<file path="src/rtl/instr_encoder_loader.sv">
// MIPS instruction encoder that assembles R/I-format words from request fields
// and writes them to consecutive instruction-memory words until the memory is full.
module instr_encoder_loader #(
    parameter int ADDR_W = 5
) (
    input  logic              clk_i,
    input  logic              rst_i,
    input  logic              clear_i,
    input  logic              req_valid_i,
    output logic              req_ready_o,
    input  logic [2:0]        kind_i,
    input  logic [4:0]        rs_i,
    input  logic [4:0]        rt_i,
    input  logic [4:0]        rd_i,
    input  logic [4:0]        shamt_i,
    input  logic [5:0]        funct_i,
    input  logic [15:0]       imm_i,
    output logic              imem_we_o,
    output logic [ADDR_W+1:0] imem_addr_o,
    output logic [31:0]       imem_data_o,
    output logic [ADDR_W:0]   count_o,
    output logic              full_o,
    output logic              err_o
);

    typedef enum logic [1:0] {
        S_IDLE  = 2'd0,
        S_WRITE = 2'd1,
        S_FULL  = 2'd2
    } state_t;

    localparam logic [ADDR_W:0] DEPTH_CNT = {1'b1, {ADDR_W{1'b0}}};

    state_t              state_q, state_d;
    logic [ADDR_W-1:0]   wr_ptr_q, wr_ptr_d;
    logic [ADDR_W:0]     count_q, count_d;
    logic                err_q, err_d;
    logic [31:0]         data_q, data_d;

    logic                legal;
    logic                accept;
    logic [ADDR_W:0]     count_inc;
    logic                last_write;

    function automatic logic [31:0] encode(
        input logic [2:0]  kind,
        input logic [4:0]  rs,
        input logic [4:0]  rt,
        input logic [4:0]  rd,
        input logic [4:0]  shamt,
        input logic [5:0]  funct,
        input logic [15:0] imm
    );
        logic [31:0] word;
        case (kind)
            3'd0:    word = {6'b000000, rs, rt, rd, shamt, funct};
            3'd1:    word = {6'b001000, rs, rt, imm};
            3'd2:    word = {6'b000100, rs, rt, imm};
            3'd3:    word = {6'b001010, rs, rt, imm};
            default: word = 32'h0000_0000;
        endcase
        return word;
    endfunction

    assign legal      = (kind_i[2] == 1'b0);
    assign accept     = req_valid_i && (state_q == S_IDLE) && !clear_i;
    assign count_inc  = count_q + (ADDR_W+1)'(1);
    assign last_write = (count_inc == DEPTH_CNT);

    // State register
    always_ff @(posedge clk_i) begin
        if (rst_i) begin
            state_q <= S_IDLE;
        end else begin
            state_q <= state_d;
        end
    end

    // Next-state logic; a soft clear always returns to IDLE
    always_comb begin
        state_d = state_q;
        if (clear_i) begin
            state_d = S_IDLE;
        end else begin
            case (state_q)
                S_IDLE:  if (accept && legal) state_d = S_WRITE;
                S_WRITE: state_d = last_write ? S_FULL : S_IDLE;
                S_FULL:  state_d = S_FULL;
                default: state_d = S_IDLE;
            endcase
        end
    end

    // Outputs
    always_comb begin
        req_ready_o = (state_q == S_IDLE);
        imem_we_o   = (state_q == S_WRITE);
        full_o      = (state_q == S_FULL);
        imem_addr_o = {wr_ptr_q, 2'b00};
        imem_data_o = data_q;
        count_o     = count_q;
        err_o       = err_q;
    end

    // Datapath next-state; the pointer holds on the final write so it never wraps
    always_comb begin
        wr_ptr_d = wr_ptr_q;
        count_d  = count_q;
        err_d    = err_q;
        data_d   = data_q;
        if (clear_i) begin
            wr_ptr_d = '0;
            count_d  = '0;
            err_d    = 1'b0;
        end else begin
            if (accept && !legal) begin
                err_d = 1'b1;
            end
            if (accept && legal) begin
                data_d = encode(kind_i, rs_i, rt_i, rd_i, shamt_i, funct_i, imm_i);
            end
            if (state_q == S_WRITE) begin
                count_d = count_inc;
                if (!last_write) begin
                    wr_ptr_d = wr_ptr_q + ADDR_W'(1);
                end
            end
        end
    end

    always_ff @(posedge clk_i) begin
        if (rst_i) begin
            wr_ptr_q <= '0;
            count_q  <= '0;
            err_q    <= 1'b0;
            data_q   <= '0;
        end else begin
            wr_ptr_q <= wr_ptr_d;
            count_q  <= count_d;
            err_q    <= err_d;
            data_q   <= data_d;
        end
    end

endmodule
</file>
<file path="config.mk">
export PLATFORM = sky130hd
export DESIGN_NAME = instr_encoder_loader
export DESIGN_NICKNAME = d
export VERILOG_FILES = /design/src/rtl/instr_encoder_loader.sv
export SDC_FILE = /design/constraint.sdc
export NUM_CORES = 1
export LEC_CHECK = 0
export BUFFER_PORTS_ARGS = -buffer_cell sky130_fd_sc_hd__buf_2
export CORE_MARGIN = 2
export CORE_UTILIZATION = 45
export DETAILED_ROUTE_END_ITERATION = 16
export PLACE_DENSITY = 0.79
export REMOVE_ABC_BUFFERS = 1
export SKIP_LAST_GASP = 1
export SYNTH_ARGS = -nofsm -noshare
export SYNTH_HDL_FRONTEND = slang
export SYNTH_SLANG_ARGS = --single-unit
</file>
<file path="constraint.sdc">
create_clock -name clk_i -period 2.1 [get_ports clk_i]
set_clock_uncertainty 0.15 [all_clocks]
set_input_delay 0 -clock clk_i [delete_from_list [all_inputs] [get_ports clk_i]]
set_output_delay 0 -clock clk_i [all_outputs]
set_load 0.01 [all_outputs]
</file>
Word-level counts from Yosys, hierarchy flattened
Cells that the tools add are included.
{"block": "op_classes", "n_addsub": 2, "n_eq_ne": 7, "n_mux": 4, "bitwise_logic": 3, "n_reduce_logical": 10}
{"operator": "$pmux W30 S4", "count": 1}
{"operator": "$add A6 B1 Y6 const B", "count": 1}
{"operator": "$eq A3 B2 Y1 const B", "count": 2}
{"operator": "$eq A6 B6 Y1 const B", "count": 1}
{"operator": "$pmux W2 S3", "count": 1}
{"operator": "$add A5 B1 Y5 const B", "count": 1}
{"operator": "$logic_and A1 B1 Y1", "count": 4}
{"operator": "$mux W2", "count": 2}
{"operator": "$reduce_and A2 Y1", "count": 2}
{"operator": "$eq A3 B1 Y1 const B", "count": 1}
{"operator": "$logic_not A3 Y1", "count": 1}
{"operator": "$not A1 Y1", "count": 3}
{"operator": "$eq A2 B1 Y1 const B", "count": 1}
{"operator": "$eq A2 B2 Y1 const B", "count": 1}
{"operator": "$logic_not A2 Y1", "count": 1}
{"operator": "$ne A2 B1 Y1 const B", "count": 1}
{"operator": "$reduce_or A2 Y1", "count": 1}
{"operator": "$logic_not A1 Y1", "count": 1}
{"block": "word_totals", "reg_bits": 46, "in_bits": 49, "wordCells": 31}

Logic depth before layout (Yosys ltp)
Gate-level depths: netlist of run 1.
{"block": "logic_depth", "word_depth": 6, "mapped_depth": 7, "depth_no_buf": 5}

Worst setup path before layout of run 1
No wires, ideal clock.
{"block": "synth_path", "path_kind": "flip-flop to flip-flop", "from": "reg count_q[0], in the netlist count_o[0]", "to": "reg wr_ptr_q[2]", "setup_time_ns": 0.132, "t_arrival_ns": 1.348, "required_ns": 1.818, "path_slack_ns": 0.470, "path_stages_with_launch": 6, "path_buffers": 0, "period_less_slack_ns": 1.630, "path_cell_list": "dfxtp_1 > ha_1 > nand2_1 > o41ai_2 > or4_1 > a21oi_1"}
{"block": "synth_between", "elab_chain_len": 4}
{"element": "start, declared", "line_no": "36", "source": "logic [ADDR_W:0] count_q, count_d;"}
{"element": "start signal, assigned", "line_no": "139", "source": "count_q <= count_d;"}
{"element": "$add A6 B1 Y6", "line_no": "67", "source": "assign count_inc = count_q + (ADDR_W+1)'(1);"}
{"element": "$eq A6 B6 Y1", "line_no": "68", "source": "assign last_write = (count_inc == DEPTH_CNT);"}
{"element": "$not A1 Y1 (no source line)"}
{"element": "$reduce_and A2 Y1 (no source line)"}
{"element": "end signal, assigned", "line_no": "138", "source": "wr_ptr_q <= wr_ptr_d;"}
{"element": "end, declared", "line_no": "35", "source": "logic [ADDR_W-1:0] wr_ptr_q, wr_ptr_d;"}
No other way between the ends.
A chain may end at the register's enable or synchronous reset.

Final worst setup path of run 1
{"block": "layout_path", "from": "reg count_q[0], in the netlist count_o[0]", "to": "reg wr_ptr_q[1]"}
Same word-level chain as after synthesis.

==> key figures, run 1 <==
Place
  • I/O Buffers: 92
  • Routability cong.: 0.817
  • Worst slack at placement: 0.301 ns
  • Area of placed instances: 2380 um2
  • Post-DP HPWL: 3300 um
  • Cells after DPL: 360

Die
  • Die X: 69.5 um
  • Row Count: 23
  • Die ar.: 4830 um2
  • Top-level port count: 98
  • Starting density of the core: 47.5%
  • Core area: 4060 um2
  • Die H: 69.5 um

Setup path
  • Critical R2R Capture: wr_ptr_q[1]
  • Crit-path slowest cell: o41ai_2
  • FF-to-FF setup slack: 0.27 ns
  • Arr. time, crit path: 1.86 ns
  • Worst Path Max Fanout: 6
  • Critical path depth: 5
  • Reg-to-Reg Start: count_o[0]
  • Critical Path End Type: register
  • Critical path class: reg -> reg
  • Worst Setup Start Kind: register
  • Cell family with most CP delay: compound AO/OA/AOI/OAI gates
  • Buffer and inverter count on the worst path: 0
  • Crit-path max cell delay: 0.57 ns
  • Cell Chain, Critical Path: ha_1, nand2_1, o41ai_2, or3b_1, a21oi_1
  • Req. time, crit path: 2.12 ns
  • Worst reg-to-reg path cell count: 5

CTS
  • Worst-skew pair later-pin latency: 0.29 ns
  • Reg clk slew, reported paths: 0.08 ns
  • Clock Tree Buf Depth: 2
  • Post-CTS Setup Bufs: 0
  • Post_cts resized: 0
  • CTS H-tree lvls: 2
  • Num CTS Buffers: 5
  • Root Buffer Master: clkbuf_8
  • Total clock sinks: 43
  • CTS tree: done

STA
  • Worst setup margin: 0.267 ns
  • Fmax: 545 MHz
  • Slew headroom: 59.0%
  • RSZ-0062 raised after global routing: no
  • Final period util: 87.3%
  • Setup violators final: 0
  • TNS Setup: 0 ns
  • Actual slew at the worst max-slew pin: 0.614 ns
  • Fin. max-slew vios: 0
  • Min Tclk post-route: 1.83 ns
  • Final Hold Viols: 0

Hold path
  • Worst Hold Class: in -> reg
  • Worst Hold Launch: imm_i[12]
  • Worst Hold Path EP: imem_data_o[12]
  • Hold Path Depth: 4

Final layout
  • Commonest non-fill, non-tap cells in the layout: buf_2, dfxtp_1, nand2_1
  • Register area: 861 um2
  • Filler cells: 333
  • Cell Count, Final, Fillers Out: 399
  • Commonest non-fill, non-tap cell in the layout: buf_2
  • Area grow syn2layout: 46.2%
  • Layout cells sized above 1: 31.6%
  • Nets: 398
  • Multi-input logic area: 966 um2
  • Post-route design area: 2820 um2

Logic synthesis
  • Yosys reg bits: 43
  • Mapped cell area: 1930 um2
  • Syn. warnings: 0
  • Synth Instances: 232
  • Distinct cells, synth: 37
  • Synthesized area per cell: 8.32 um2
  • Seq/Total Area, Yosys: 44.6%

Route
  • Antenna-violating nets left: 0
  • Iteration-0 DRC Markers: 95
  • DRC Markers: 0
  • DRT Pass-1 Iters: 4
  • WL per Instance: 13.4 um
  • Via/cell ratio: 5.17
  • DRT Wirelength: 5350 um
  • Via count: 2064

Power and ir drop
  • Leak pwr: 1.22 nW
  • Pwr Total: 0.00185 W
  • VDD IR max: 475 uV
  • PwrDens: 657 nW/um2

Global route
  • Global-route usage over all layers: 22.3%
  • First-pass GRT wire length: 8710 um
  • GRT overflow: 0
  • Largest net degree at the start of global routing: 35
  • Initial antenna violation count: 0
  • Vias in the first global route: 1891

Outcome
  • Status: completed

Flow run
  • Max_cap viols: 0
==> power breakdown <==
group	switching (W)	internal, W
Sequential	0.0000133	0.000840
Combinational	0.000117	0.000122
Clock	0.000284	0.000475
Total	0.000414	0.00144
==> per-layer routing <==
| layer | GRT usage, % | vias to the layer above | part of all wire, % | routed length [um] |
|---|---|---|---|---|
| met5 | 0 | - | 0 | 0 |
| met4 | 11.3 | 0 | 3.5 | 185 |
| met3 | 5.67 | 17 | 6.2 | 329 |
| met2 | 39.3 | 78 | 51 | 2710 |
| met1 | 24.7 | 941 | 40 | 2120 |
| li1 | - | 1028 | - | - |
==> stage by stage <==
stage	hold WS [ns]	util, %
finish	0.00699	69.5
global route	0.0572	69.4
CTS	0.0149	69.4
detailed placement	0.0963	58.8
global placement	0.0903	58.8
floorplan	-0.0809	-
==> sequential cells by signal (all words and copies together), names as in the netlist <==
signal       flops
err_o            1
wr_ptr_q         5
state_q          2
count_o          6
imem_data_o     29
==> cell type report <==
cell class / count / area share, %
multi-input cells: 169 / 34.3
flip-flops and latches: 43 / 30.5
repair buffers: 125 / 27.8
clock buffers: 6 / 2.57
well taps: 50 / 2.22
clock inverters: 2 / 2.13
inverters: 3 / 0.444
diodes: 1 / 0.0887
==> synthesized netlist by cell type, drive strengths merged <==
cell	count	area, um2
mux2i	3	30.0
nand3	5	25.0
xnor2	2	17.5
nor3b	16	120
a211oi	18	135
nor2b	1	6.26
nand3b	2	15.0
inv	2	7.50
o21ai	2	10.0
a31oi	2	12.5
conb	1	3.75
nand4	1	6.26
and2	1	7.51
or3b	2	17.5
clkinvlp	1	5.00
nand2	31	116
o31ai	1	7.51
xor2	3	26.3
buf	10	66.3
nor2	28	105
clkbuf	11	41.3
o41ai	1	16.3
and3	2	17.5
nor3	17	90.1
or3	4	25.0
nand2b	1	13.8
a21oi	17	85.1
ha	2	25.0
or2	1	6.26
dfxtp	43	861
or4	1	7.51
==> repair_timing <==
| item | in CTS | in global routing |
|---|---|---|
| hold endpoints to repair | 32 | 0 |
| endpoints found under the setup margin | 0 | 0 |
| hold buffers | 30 | 0 |
==> how the worst max path moves through the flow <==
| stage | from | endpoint | slack, ns |
|---|---|---|---|
| global route | count_o[0] | wr_ptr_q[2] | 0.16 |
| CTS | count_o[0] | wr_ptr_q[1] | 0.27 |
| finish | count_o[0] | wr_ptr_q[1] | 0.27 |
| detailed placement | count_o[0] | wr_ptr_q[1] | 0.30 |
| floorplan | state_q[0] | imem_data_o[0] | 0.22 |
| global placement | count_o[0] | wr_ptr_q[2] | 0.44 |
==> worst reg2reg max path, delay by kind of cell (launching register included) <==
kind | cells | cell delay [ns]
adder cells (fa/ha/maj) | 1 | 0.22
AO/OA/AOI/OAI | 2 | 0.63
flip-flops | 1 | 0.43
AND/OR/NAND/NOR | 2 | 0.30
==> cell families (layout without fill, tap and decap cells) <==
kind of cell / count (synthesis) / count (layout) / synth area share, %
and+or+nand+nor: 113 / 113 / 30.0
DFF: 43 / 43 / 44.6
AOI/OAI and AO/OA: 41 / 41 / 13.8
buffers and inverters: 24 / 136 / 6.22
xor gates and xnor gates: 5 / 5 / 2.27
muxes: 3 / 3 / 1.56
adders and majority gates: 2 / 2 / 1.30
other: 1 / 6 / 0.194
Power figures use the tool's default switching activity.
==> inputs of run 2 (changes only) <==
Settings changed: PLACE_DENSITY 0.79 to default, PLACE_DENSITY_LB_ADDON from default to 0.3.
==> run 2 against run 1 <==
- sequential share of layout area shrank 0.45 points
- flip-flop and latch count unchanged
- sequential power is essentially flat
- critical path depth is 1 higher
- worst setup slack got worse by 0.17 ns
- power fell by 14%
- critical endpoint is now imem_data_o[6]
- largest cell class unchanged
- highest routed layer unchanged
==> key figures, run 2 (synthesis gave the netlist of run 1 again) <==
Final layout
  • Area grow syn2layout: 48.4%
  • Layout cells sized above 1: 31.2%
  • Post-route design area: 2860 um2
  • Commonest non-fill, non-tap cell in the layout: buf_2
  • Commonest non-fill, non-tap cells in the layout: buf_2, dfxtp_1, dlygate4sd3_1
  • Ant. Diodes: 0
  • Nets: 406
  • Post-Route Utilization: 70.6%
  • Max reg flops: 29

Power and ir drop
  • PwrDens: 557 nW/um2
  • Sequential power share: 53.4%
  • VDD IR max: 332 uV
  • Sw Ratio: 24.4%
  • Clk network pwr share: 30.8%
  • Combinational power share: 15.7%
  • Internal Power: 0.00121 W
  • Psw: 0.000390 W
  • Leak pwr: 1.25 nW

Route
  • Iteration-0 DRC Markers: 125
  • DRT Wirelength: 5120 um
  • M1 wire length: 2110 um
  • Antenna-violating nets left: 0
  • DRC Markers: 0
  • Via count: 2050
  • DRT Pass-1 Iters: 4
  • Uppermost routed layer: met4
  • WL met2: 2640 um
  • Via/cell ratio: 5.05
  • Met3 WL: 310 um
  • WL per Instance: 12.6 um

Place
  • I/O Buffers: 92
  • Routability cong.: 0.792
  • Area of placed instances: 2390 um2
  • Post-DP HPWL: 3290 um

Die
  • Core area: 4060 um2
  • Die X: 69.5 um
  • Die ar.: 4830 um2
  • Die H: 69.5 um
  • Top-level port count: 98
  • Row Count: 23
  • Starting density of the core: 47.5%

Global route
  • GRT overflow: 0
  • First-pass GRT wire length: 8490 um
  • Largest net degree at the start of global routing: 33
  • Vias in the first global route: 1987
  • Initial antenna violation count: 0
  • Global-route usage over all layers: 21.2%

Outcome
  • Status: completed

Setup path
  • Worst Path Max Fanout: 30
  • Worst reg-to-reg path cell count: 6
  • Req. time, crit path: 2.12 ns
  • Critical R2R Capture: imem_data_o[6]
  • Reg-to-Reg Start: state_q[0]
  • Critical Path End Type: register
  • Critical Path Source: state_q[0]
  • Critical path class: reg -> reg
  • CP endpoint: imem_data_o[6]
  • Worst Setup Start Kind: register
  • FF-to-FF setup slack: 0.1 ns
  • Arr. time, crit path: 2.02 ns

STA
  • Fmax: 500 MHz
  • RSZ-0062 raised after global routing: yes
  • Setup violators final: 0
  • Actual slew at the worst max-slew pin: 0.500 ns
  • Final Hold Viols: 0
  • Fin. max-slew vios: 0
  • Slew headroom: 66.3%
  • Final period util: 95.3%
  • Min Tclk post-route: 2.00 ns

CTS
  • CTS tree: done
  • CTS H-tree lvls: 2
  • Clock Tree Buf Depth: 2
  • Worst-skew pair later-pin latency: 0.28 ns
  • Num CTS Buffers: 5
  • Reg clk slew, reported paths: 0.08 ns
  • Root Buffer Master: clkbuf_8
  • Total clock sinks: 43

Hold path
  • Worst Hold Class: in -> reg
  • Worst Hold Launch: kind_i[2]

Flow run
  • Max_cap viols: 0
-- run 2: metal layers --
layer | vias up | track usage (%)
met4 | 0 | 7.41
met5 | - | 0
met2 | 77 | 38.5
met3 | 6 | 4.80
li1 | 1039 | -
met1 | 928 | 24.2
-- run 2: what timing repair did --
action                     CTS  global route
hold endpoints to repair    33             0
hold buffers                37             0
setup endpoints to repair    0             6
buffers inserted             0             0
resized for setup            0             5
-- run 2: cell type report --
| type | count | area (um2) |
|---|---|---|
| clock buffers | 7 | 76.3 |
| clock inverters | 1 | 5.00 |
| fillers | 339 | 1190 |
| inverters | 3 | 12.5 |
| multi-input cells | 169 | 968 |
| flip-flops and latches | 43 | 861 |
| well taps | 50 | 62.6 |
| repair buffers | 133 | 877 |
-- run 2: through the flow --
| step | power [W] | hold slack [ns] | cells | setup TNS (ns) | setup slack, ns |
|---|---|---|---|---|---|
| after floorplan | 0.000961 | -0.0809 | 215 | 0 | 0.223 |
| after global placement | 0.00106 | 0.0920 | 361 | 0 | 0.441 |
| after detailed placement | 0.00107 | 0.0983 | 361 | 0 | 0.383 |
| after CTS | 0.00160 | 0.0220 | 406 | 0 | 0.0234 |
| after global routing | 0.00167 | 0.0753 | 406 | -0.0359 | -0.0359 |
| final | 0.00160 | 0.0440 | 406 | 0 | 0.0992 |
-- run 2: power groups by stage --
| stage | clock network [W] | logic [W] | registers, W |
|---|---|---|---|
| final | 0.000492 | 0.000251 | 0.000852 |
| after global routing | 0.000538 | 0.000278 | 0.000856 |
| after CTS | 0.000508 | 0.000244 | 0.000852 |
| after detailed placement | 0 | 0.000194 | 0.000871 |
| after global placement | 0 | 0.000192 | 0.000870 |
| after floorplan | 0 | 0.0000772 | 0.000883 |
-- run 2: how the worst min path moves through the flow --
stage	to	slack, ns	depth (start not counted)
6_report	err_o	0.04	3
5_1_grt	imem_data_o[8]	0.08	4
4_1_cts	err_o	0.02	3
3_5_place_dp	imem_data_o[17]	0.1	3
3_3_place_gp	imem_data_o[18]	0.09	3
2_1_floorplan	imem_data_o[16]	-0.08	1
-- run 2: worst max-delay path: stages (launching register included) --
cell,delay [ns]
dfxtp_1,0.36
nor2_2,0.19
nand3_1,0.10
buf_4,0.23
a211oi_1,0.23
nor3_1,0.06
dlygate4sd3_1,0.56
==> inputs of run 3 (changes only) <==
Settings changed: SETUP_SLACK_MARGIN from default to 0.15, SLEW_MARGIN from default to 5.
==> run 3 against run 2 <==
- clock power fell by 1%
- largest cell class unchanged
- routed wire length decreased by 2.0%
- critical path depth fell by 1
- worst setup slack better by 0.27 ns
- sequential share of layout area up 0.85 points
- sequential power hardly changed
==> key figures, run 3 (synthesis gave the netlist of run 1 again) <==
Global route
  • First-pass GRT wire length: 8330 um
  • Busiest grt layer: met2
  • Met2 Usage GRT: 37.6%
  • Initial antenna violation count: 0
  • GR Util met3: 4.65%
  • Largest net degree at the start of global routing: 33
  • GRT overflow: 0
  • Vias in the first global route: 1933
  • Global-route usage over all layers: 20.8%
  • Met1 Use GR: 24.1%

Setup path
  • Critical path class: reg -> reg
  • Req. time, crit path: 2.11 ns
  • Worst Setup Start Kind: register
  • Critical Path End Type: register
  • Arr. time, crit path: 1.74 ns
  • Worst reg-to-reg path cell count: 5
  • Worst Path Max Fanout: 6

CTS
  • Num CTS Buffers: 5
  • Reg clk slew, reported paths: 0.08 ns
  • Total clock sinks: 43
  • Root Buffer Master: clkbuf_8
  • Post-CTS Setup Bufs: 0
  • CTS tree: done
  • Worst-skew pair later-pin latency: 0.28 ns
  • CTS H-tree lvls: 2
  • Clock Tree Buf Depth: 2

Place
  • I/O Buffers: 92
  • Routability cong.: 0.792
  • Post-DP HPWL: 3290 um

Route
  • DRT Pass-1 Iters: 4
  • DRC Markers: 0
  • Via count: 2029
  • DRT Wirelength: 5020 um
  • Antenna-violating nets left: 0
  • Via/cell ratio: 5.07
  • Iteration-0 DRC Markers: 116
  • WL per Instance: 12.6 um

Final layout
  • Max reg flops: 29
  • Filler cells: 342
  • Layout cells sized above 1: 31.4%
  • Commonest non-fill, non-tap cell in the layout: buf_2
  • Ant. Diodes: 0
  • Post-Route Utilization: 68.6%
  • Nets: 400
  • Commonest non-fill, non-tap cells in the layout: buf_2, dfxtp_1, nand2_1, dlygate4sd3_1, nor2_1
  • Area grow syn2layout: 44.3%

Die
  • Die X: 69.5 um
  • Core area: 4060 um2
  • Row Count: 23
  • Starting density of the core: 47.5%
  • Die H: 69.5 um
  • Die ar.: 4830 um2
  • Top-level port count: 98

STA
  • Min Tclk post-route: 1.73 ns
  • Slew headroom: 66.3%
  • Actual slew at the worst max-slew pin: 0.500 ns
  • RSZ-0062 raised after global routing: no
  • Fin. max-slew vios: 0
  • Fmax: 576 MHz
  • Setup violators final: 0
  • TNS Setup: 0 ns
  • Final period util: 82.6%
  • Final Hold Viols: 0

Hold path
  • Hold Path Depth: 4
  • Worst Hold Class: in -> reg

Power and ir drop
  • VDD IR max: 328 uV
  • Leak pwr: 1.21 nW
  • PwrDens: 568 nW/um2

Flow run
  • Max_cap viols: 0

Outcome
  • Status: completed
-- run 3: cell types whose count changed in the layout (fill, tap and decap cells not counted), sizes merged --
cell,previous run,this run
dlygate4sd3,37,31
-- run 3: final timing paths --
path,start,to,slack [ns]
worst max-delay path,count_o[0],wr_ptr_q[2],0.37
worst min-delay path,imm_i[11],imem_data_o[11],0.04
worst max register to register,count_o[0],wr_ptr_q[2],0.37
worst min register to register,imem_data_o[22],imem_data_o[22],0.30
-- run 3: metal layers --
layer  wire, um  vias to the layer above  share of wire (%)
met4         70                        0                1.4
li1           -                     1028                  -
met1       2090                      920                 42
met3        296                        6                5.9
met2       2570                       75                 51
met5          0                        -                  0
-- run 3: where the power goes --
group	internal [W]	total, W	switching [W]	leakage, nW
Combinational	0.000124	0.000241	0.000117	0.816
Sequential	0.000840	0.000852	0.0000124	0.349
Clock	0.000233	0.000486	0.000253	0.0422
-- run 3: area by class of cell --
type	instances	area [um2]	share of cell area [%]
multi-input combinational	169	966	34.7
inverter	3	12.5	0.449
sequential	43	861	30.9
clock inverter	1	5.00	0.180
tap	50	62.6	2.25
timing repair buffer	127	801	28.8
clock buffer	7	76.3	2.74
-- run 3: what timing repair did --
| action | 4_1_cts | 5_1_grt |
|---|---|---|
| gates resized for setup | 0 | 0 |
| endpoints found under the hold margin | 33 | 0 |
| hold buffers | 31 | 0 |
| setup endpoints to repair | 0 | 0 |
-- run 3: metrics by stage --
step / area, um2 / power [W] / setup slack, ns / instances / hold WS [ns]
4_1_cts: 2780 / 0.00160 / 0.366 / 400 / 0.0220
3_5_place_dp: 2390 / 0.00107 / 0.383 / 361 / 0.0983
3_3_place_gp: 2390 / 0.00106 / 0.441 / 361 / 0.0920
2_1_floorplan: 1840 / 0.000961 / 0.223 / 215 / -0.0809
5_1_grt: 2780 / 0.00166 / 0.222 / 400 / 0.0747
6_report: 2780 / 0.00158 / 0.365 / 400 / 0.0426
-- run 3: critical path, stage by stage, from the launching register on --
cell	delay [ns]
dfxtp_1	0.41
ha_1	0.21
nand2_1	0.10
o41ai_2	0.50
or4_1	0.18
a21oi_1	0.06
